## src/rtl/piso_serializer_if.sv

```systemverilog
// piso_serializer_if: word handshake in, framed serial bit stream out
// in_data/in_valid/in_ready: word handshake into the serializer
// ser_d/ser_frame/ser_last/busy: serial bit, frame strobe, last-bit strobe, activity
interface piso_serializer_if #(parameter int WIDTH = 8);
  logic [WIDTH-1:0] in_data;
  logic in_valid, in_ready, ser_d, ser_frame, ser_last, busy;
  modport master(output in_data, in_valid, input in_ready, ser_d, ser_frame, ser_last, busy);
  modport slave(input in_data, in_valid, output in_ready, ser_d, ser_frame, ser_last, busy);
endinterface

```

## src/rtl/piso_serializer.sv

```systemverilog
// piso_serializer: parallel-in/serial-out word serializer with framing strobes
// clk, rst: clock and synchronous active-high reset
// io (slave): in_data/in_valid/in_ready handshake; ser_d/ser_frame/ser_last/busy registered outputs
module piso_serializer #(
  parameter int WIDTH = 8,
  parameter bit MSB_FIRST = 1'b1,
  parameter int GAP = 1
) (
  input logic clk,
  input logic rst,
  piso_serializer_if.slave io
);
  localparam int CW = $clog2(WIDTH);
  localparam logic [CW-1:0] LAST = CW'(WIDTH - 1);
  typedef enum logic [1:0] {S_IDLE, S_SHIFT, S_GAP} state_t;
  state_t state_q;
  logic [WIDTH-1:0] sh_q, load_sh, next_sh;
  logic [CW-1:0] cnt_q;
  logic [3:0] gcnt_q;
  logic d_q, frame_q, last_q, ready_q, busy_q;
  logic accept, load_bit, next_bit;
  assign accept = io.in_valid & ready_q;
  assign io.in_ready = ready_q;
  assign io.ser_d = d_q;
  assign io.ser_frame = frame_q;
  assign io.ser_last = last_q;
  assign io.busy = busy_q;
  // The first bit goes straight to ser_d on accept; the shifter keeps only the rest.
  always_comb begin
    load_bit = MSB_FIRST ? io.in_data[WIDTH-1] : io.in_data[0];
    load_sh = MSB_FIRST ? io.in_data << 1 : io.in_data >> 1;
    next_bit = MSB_FIRST ? sh_q[WIDTH-1] : sh_q[0];
    next_sh = MSB_FIRST ? sh_q << 1 : sh_q >> 1;
  end
  // ready_q can only be high in IDLE or, with no gap, in the last SHIFT cycle,
  // so an accept always restarts a word regardless of the current state.
  always_ff @(posedge clk) begin
    if (rst) begin
      state_q <= S_IDLE;
      sh_q <= '0;
      cnt_q <= '0;
      gcnt_q <= '0;
      d_q <= 1'b0;
      frame_q <= 1'b0;
      last_q <= 1'b0;
      ready_q <= 1'b0;
      busy_q <= 1'b0;
    end else if (accept) begin
      state_q <= S_SHIFT;
      sh_q <= load_sh;
      cnt_q <= '0;
      d_q <= load_bit;
      frame_q <= 1'b1;
      last_q <= 1'b0;
      ready_q <= 1'b0;
      busy_q <= 1'b1;
    end else begin
      case (state_q)
        S_IDLE: ready_q <= 1'b1;
        S_SHIFT:
          if (cnt_q == LAST) begin
            state_q <= GAP > 0 ? S_GAP : S_IDLE;
            gcnt_q <= '0;
            d_q <= 1'b0;
            frame_q <= 1'b0;
            last_q <= 1'b0;
            ready_q <= GAP == 0;
            busy_q <= GAP > 0;
          end else begin
            cnt_q <= cnt_q + 1'b1;
            sh_q <= next_sh;
            d_q <= next_bit;
            last_q <= cnt_q + 1'b1 == LAST;
            ready_q <= GAP == 0 && cnt_q + 1'b1 == LAST;
          end
        S_GAP:
          if (gcnt_q == 4'(GAP - 1)) begin
            state_q <= S_IDLE;
            ready_q <= 1'b1;
            busy_q <= 1'b0;
          end else gcnt_q <= gcnt_q + 1'b1;
        default: state_q <= S_IDLE;
      endcase
    end
  end
endmodule

```

## src/flat_wrapper.sv

```systemverilog
// flat-port wrapper written by rule: the top's interface ports become plain ports
module piso_serializer_flat 
#(
  parameter int WIDTH = 8,
  parameter bit MSB_FIRST = 1'b1,
  parameter int GAP = 1
)
  (clk, rst, io_in_data, io_in_valid, io_in_ready, io_ser_d, io_ser_frame, io_ser_last, io_busy);
  piso_serializer_if #(.WIDTH(WIDTH)) io_i ();
  input logic clk;
  input logic rst;
  input wire logic [$bits(io_i.in_data)-1:0] io_in_data;
  input wire logic [$bits(io_i.in_valid)-1:0] io_in_valid;
  output wire logic [$bits(io_i.in_ready)-1:0] io_in_ready;
  output wire logic [$bits(io_i.ser_d)-1:0] io_ser_d;
  output wire logic [$bits(io_i.ser_frame)-1:0] io_ser_frame;
  output wire logic [$bits(io_i.ser_last)-1:0] io_ser_last;
  output wire logic [$bits(io_i.busy)-1:0] io_busy;
  assign io_i.in_data = io_in_data;
  assign io_i.in_valid = io_in_valid;
  assign io_in_ready = io_i.in_ready;
  assign io_ser_d = io_i.ser_d;
  assign io_ser_frame = io_i.ser_frame;
  assign io_ser_last = io_i.ser_last;
  assign io_busy = io_i.busy;
  piso_serializer #(.WIDTH(WIDTH), .MSB_FIRST(MSB_FIRST), .GAP(GAP)) u_core (.clk(clk), .rst(rst), .io(io_i));
endmodule
```

## config.mk

```make
export PLATFORM = sky130hd
export DESIGN_NAME = piso_serializer_flat
export DESIGN_NICKNAME = d
export VERILOG_FILES = /design/src/rtl/piso_serializer_if.sv /design/src/rtl/piso_serializer.sv /design/src/flat_wrapper.sv
export SDC_FILE = /design/constraint.sdc
export NUM_CORES = 1
export LEC_CHECK = 0
export ABC_AREA = 0
export CAP_MARGIN = 20
export CELL_PAD_IN_SITES_DETAIL_PLACEMENT = 2
export CELL_PAD_IN_SITES_GLOBAL_PLACEMENT = 2
export CORE_MARGIN = 4
export CORE_UTILIZATION = 35
export CTS_BUF_LIST = sky130_fd_sc_hd__clkbuf_16
export CTS_CLUSTER_SIZE = 8
export DETAILED_ROUTE_END_ITERATION = 8
export PLACE_DENSITY_LB_ADDON = 0.1
export SLEW_MARGIN = 30
export SYNTH_ARGS = -nofsm -noshare
export SYNTH_HDL_FRONTEND = slang
export SYNTH_SLANG_ARGS = --single-unit
```

## constraint.sdc

```tcl
create_clock -name clk -period 4.3 [get_ports clk]
set_clock_uncertainty 0.2 [all_clocks]
set_input_delay 0.43 -clock clk [delete_from_list [all_inputs] [get_ports clk]]
set_output_delay 0.43 -clock clk [all_outputs]
set_load 0.005 [all_outputs]
```

==> flow_metrics.tcl <==
set metrics [dict create \
    route.detailed.drc 0 \
    worstReg2RegEnd "u_core.gcnt_q[3]" \
    reg2reg_depth 5 \
    avgSynthCellArea_um2 9.087 \
    multi_input_area_um2 611.8 \
    critical-path-max-stage-delay_ps 550 \
    timing.rr.start "u_core.cnt_q[0]" \
    vias 919 \
    synthSimpleGateAreaFrac_pct 17.38 \
    p_leak_nw 0.5129 \
    worstPathRequired_ps 4260 \
    syn-instance-count 122 \
    fin_nets 156 \
    start_kind "flop" \
    max-vdd-ir-drop_uv 125.6 \
    placed_area_mm2 0.001279 \
    grt_use_met2_pct 27.71 \
    cp_max_fo 9 \
    cts_max_level 1 \
    clock_latency_ps 260 \
    critical_path.top_delay_family "simple AND/OR/NAND/NOR gates" \
    first_pass_iters 2 \
    rrSetupSlack_ps 2260 \
    path_cells "ha_1, ha_1, nor2b_1, a2111oi_0, o32ai_1" \
    synth_cell_types 36 \
    cts_inserted_buffers 3 \
    min_to "u_core.cnt_q[2]" \
    place_ws_ps 2043 \
    io_pins 16 \
    finalWeightedCongestion 0.7723 \
    grt_start_max_net_pins 23 \
    clockRootBuffer "clkbuf_16" \
    hpwlAfterDp_um 2092 \
    grt_util_met3_pct 3.339 \
    avgRoutedWirePerCell_um 15.88 \
    synth_mux_area_share_pct 6.321 \
    ys_top_cells_by_count "21 x dfxtp_1, 11 x inv_1, 11 x nor2_1" \
    setup-violations-final 0 \
    synth_xor_xnor_area_share_pct 0 \
    fin_util_pct 44.51 \
    final-max-slew-violation-count 0 \
    cts_hold_buf 0 \
    netlist_area_mm2 0.001109 \
    ys_warn_count 0 \
    fin_crit_sh_pct 47.51 \
    final_cell_count_no_fill 179 \
    post_cts_resize_count 0 \
    drtAntennaViolNets 0 \
    post_cts_buffers 0 \
    grt_setup_unrepaired "false" \
    fin_crit_ps 2043 \
    drt_iter0_markers 24 \
    rows 20 \
    max_cap_violations 0 \
    path_clk_slew_ps 60 \
    grt_util_met1_pct 18.06 \
    worst_pin_slew_ps 822.6 \
    path_class "flop to flop" \
    final_hold_viol_count 0 \
    status "complete, no violations" \
    coreArea_mm2 0.003053 \
    syn_nets 142 \
    placedCellCount 175 \
    grt_pass1_vias 1032 \
    dieHeight_um 64.28 \
    crit_arrival_ps 2000 \
    synth_fa_ha_area_share_pct 10.16 \
    setup_ws_ps 2257 \
    crit_buf_inv 0 \
    holdPathStages 2 \
    tns_ps 0 \
    synth_compound_area_share_pct 21.33 \
    post-synth-top-count-cell "dfxtp_1" \
    final-seq-area_um2 420.4 \
    synthArstFlopShare_pct 0 \
    port_buffers 15 \
    antenna_found_initial 0 \
    synthFlopType "dfxtp_1" \
    start_util_pct 36.31 \
    design_area_mm2 0.001359 \
    power_density_mw_per_mm2 371.3 \
    synth-seq-cells 21 \
    via_per_inst 5.134 \
    synth-edff-count 0 \
    busiest_layer "met2" \
    die_area_mm2 0.004132 \
    cts_tree "done" \
    hold_start "u_core.cnt_q[2]" \
    grt_pass1_wl_um 4988 \
    yosysSeqAreaShare_pct 37.92 \
    area_delta_synth_final_pct 22.57 \
    synth_top_area_share_pct 37.92 \
    num-fill-cells 360 \
    clock-sinks 21 \
    grt.overflow.total 0 \
    die_w_um 64.28 \
    antennaDiodeCount 0 \
    synth_area_leaders "dfxtp_1 38%, ha_1 10%, mux2i_1 6.3%" \
    synth_top_family_by_area "compound AO/OA/AOI/OAI gates" \
    slowest_stage "nor2b_1" \
    ctsLongestPathBuffers 2 \
    wirelength_um 2842 \
    crit_path_end_kind "flop" \
    yosysTopAreaCell "dfxtp_1" \
    maxSlewHeadroom_pct 44.99 \
    crit_top_cell "ha_1" \
    final_layout_size_suffix_gt1_share_pct 6.667 \
    track_usage_pct 15.85 \
    hold_path_class "flop to flop" \
    fmax_mhz 489.5 \
]
[cells in the final DEF, fill, tap and decap left out, drive strengths merged, types with 2 or more instances in the layout]
master          n
a21oi           7
dfxtp          21
nand2b          6
nand3           3
nor2           11
o32ai           3
inv            11
and2            2
ha              9
a2111oi         2
clkdlybuf4s50  15
mux2i           7
o22ai           2
nand2           9
clkbuf          3
a211oi          8
[through the flow]
| stage | hold slack [ps] | total power [W] |
|---|---|---|
| 3_3_place_gp | 251.1 | 0.0003041 |
| 2_1_floorplan | 240.6 | 0.0002747 |
| 4_1_cts | 267.9 | 0.0005132 |
| 5_1_grt | 287.6 | 0.0005330 |
| 6_report | 265.2 | 0.0005045 |
| 3_5_place_dp | 260.0 | 0.0003085 |
[registers in the layout, indices dropped and copies added (netlist names)]
signal / cells
u_core.io.ser_d: 1
u_core.io.in_ready: 1
u_core.cnt_q: 3
u_core.io.busy: 1
u_core.io.ser_last: 1
u_core.io.ser_frame: 1
u_core.sh_q: 7
u_core.state_q: 2
u_core.gcnt_q: 4
[worst min-delay path, cell delays in order (launching register included)]
cell     delay, ps
dfxtp_1        310
nand2_1         50
a21oi_1         50
[worst max-delay path by stage]
| stage | start | end | slack (ps) | depth (start not counted) |
|---|---|---|---|---|
| finish | u_core.cnt_q[0] | u_core.gcnt_q[3] | 2260 | 5 |
| floorplan | u_core.gcnt_q[1] | u_core.state_q[1] | 2590 | 6 |
| detailed placement | rst | u_core.gcnt_q[2] | 2040 | 3 |
| CTS | u_core.cnt_q[0] | u_core.gcnt_q[3] | 2240 | 5 |
| global placement | rst | u_core.gcnt_q[3] | 2130 | 3 |
| global route | u_core.cnt_q[0] | u_core.gcnt_q[2] | 2100 | 5 |
[cell families after synthesis]
family | count (synthesis)
adders and majority gates | 9
AOI/OAI and AO/OA | 30
buffers and inverters | 17
DFF | 21
muxes | 7
and+or+nand+nor | 38
[layout make-up]
| cell class | count | area share, % |
|---|---|---|
| Multi-Input combinational cell | 84 | 45.03 |
| Sequential cell | 21 | 30.94 |
| Timing Repair Buffer | 15 | 11.05 |
| Clock buffer | 3 | 5.525 |
| Tap cell | 44 | 4.052 |
| Inverter | 11 | 3.039 |
| Clock inverter | 1 | 0.3683 |
[per-layer routing]
metal  up-vias  share of wire, %  routed length (µm)
met3         6               2.5                  72
met1       445                46                1301
li1        457                 -                   -
met2        11                50                1407
met5         -                 0                   0
met4         0               2.1                  60
[power by group]
group / leakage, nW / internal, W / switching [W]
registers: 0.171 / 0.000209 / 0.0000105
logic: 0.301 / 0.0000406 / 0.0000437
clock network: 0.0409 / 0.000125 / 0.0000756
Note: power is estimated with default switching activity, not from simulation.
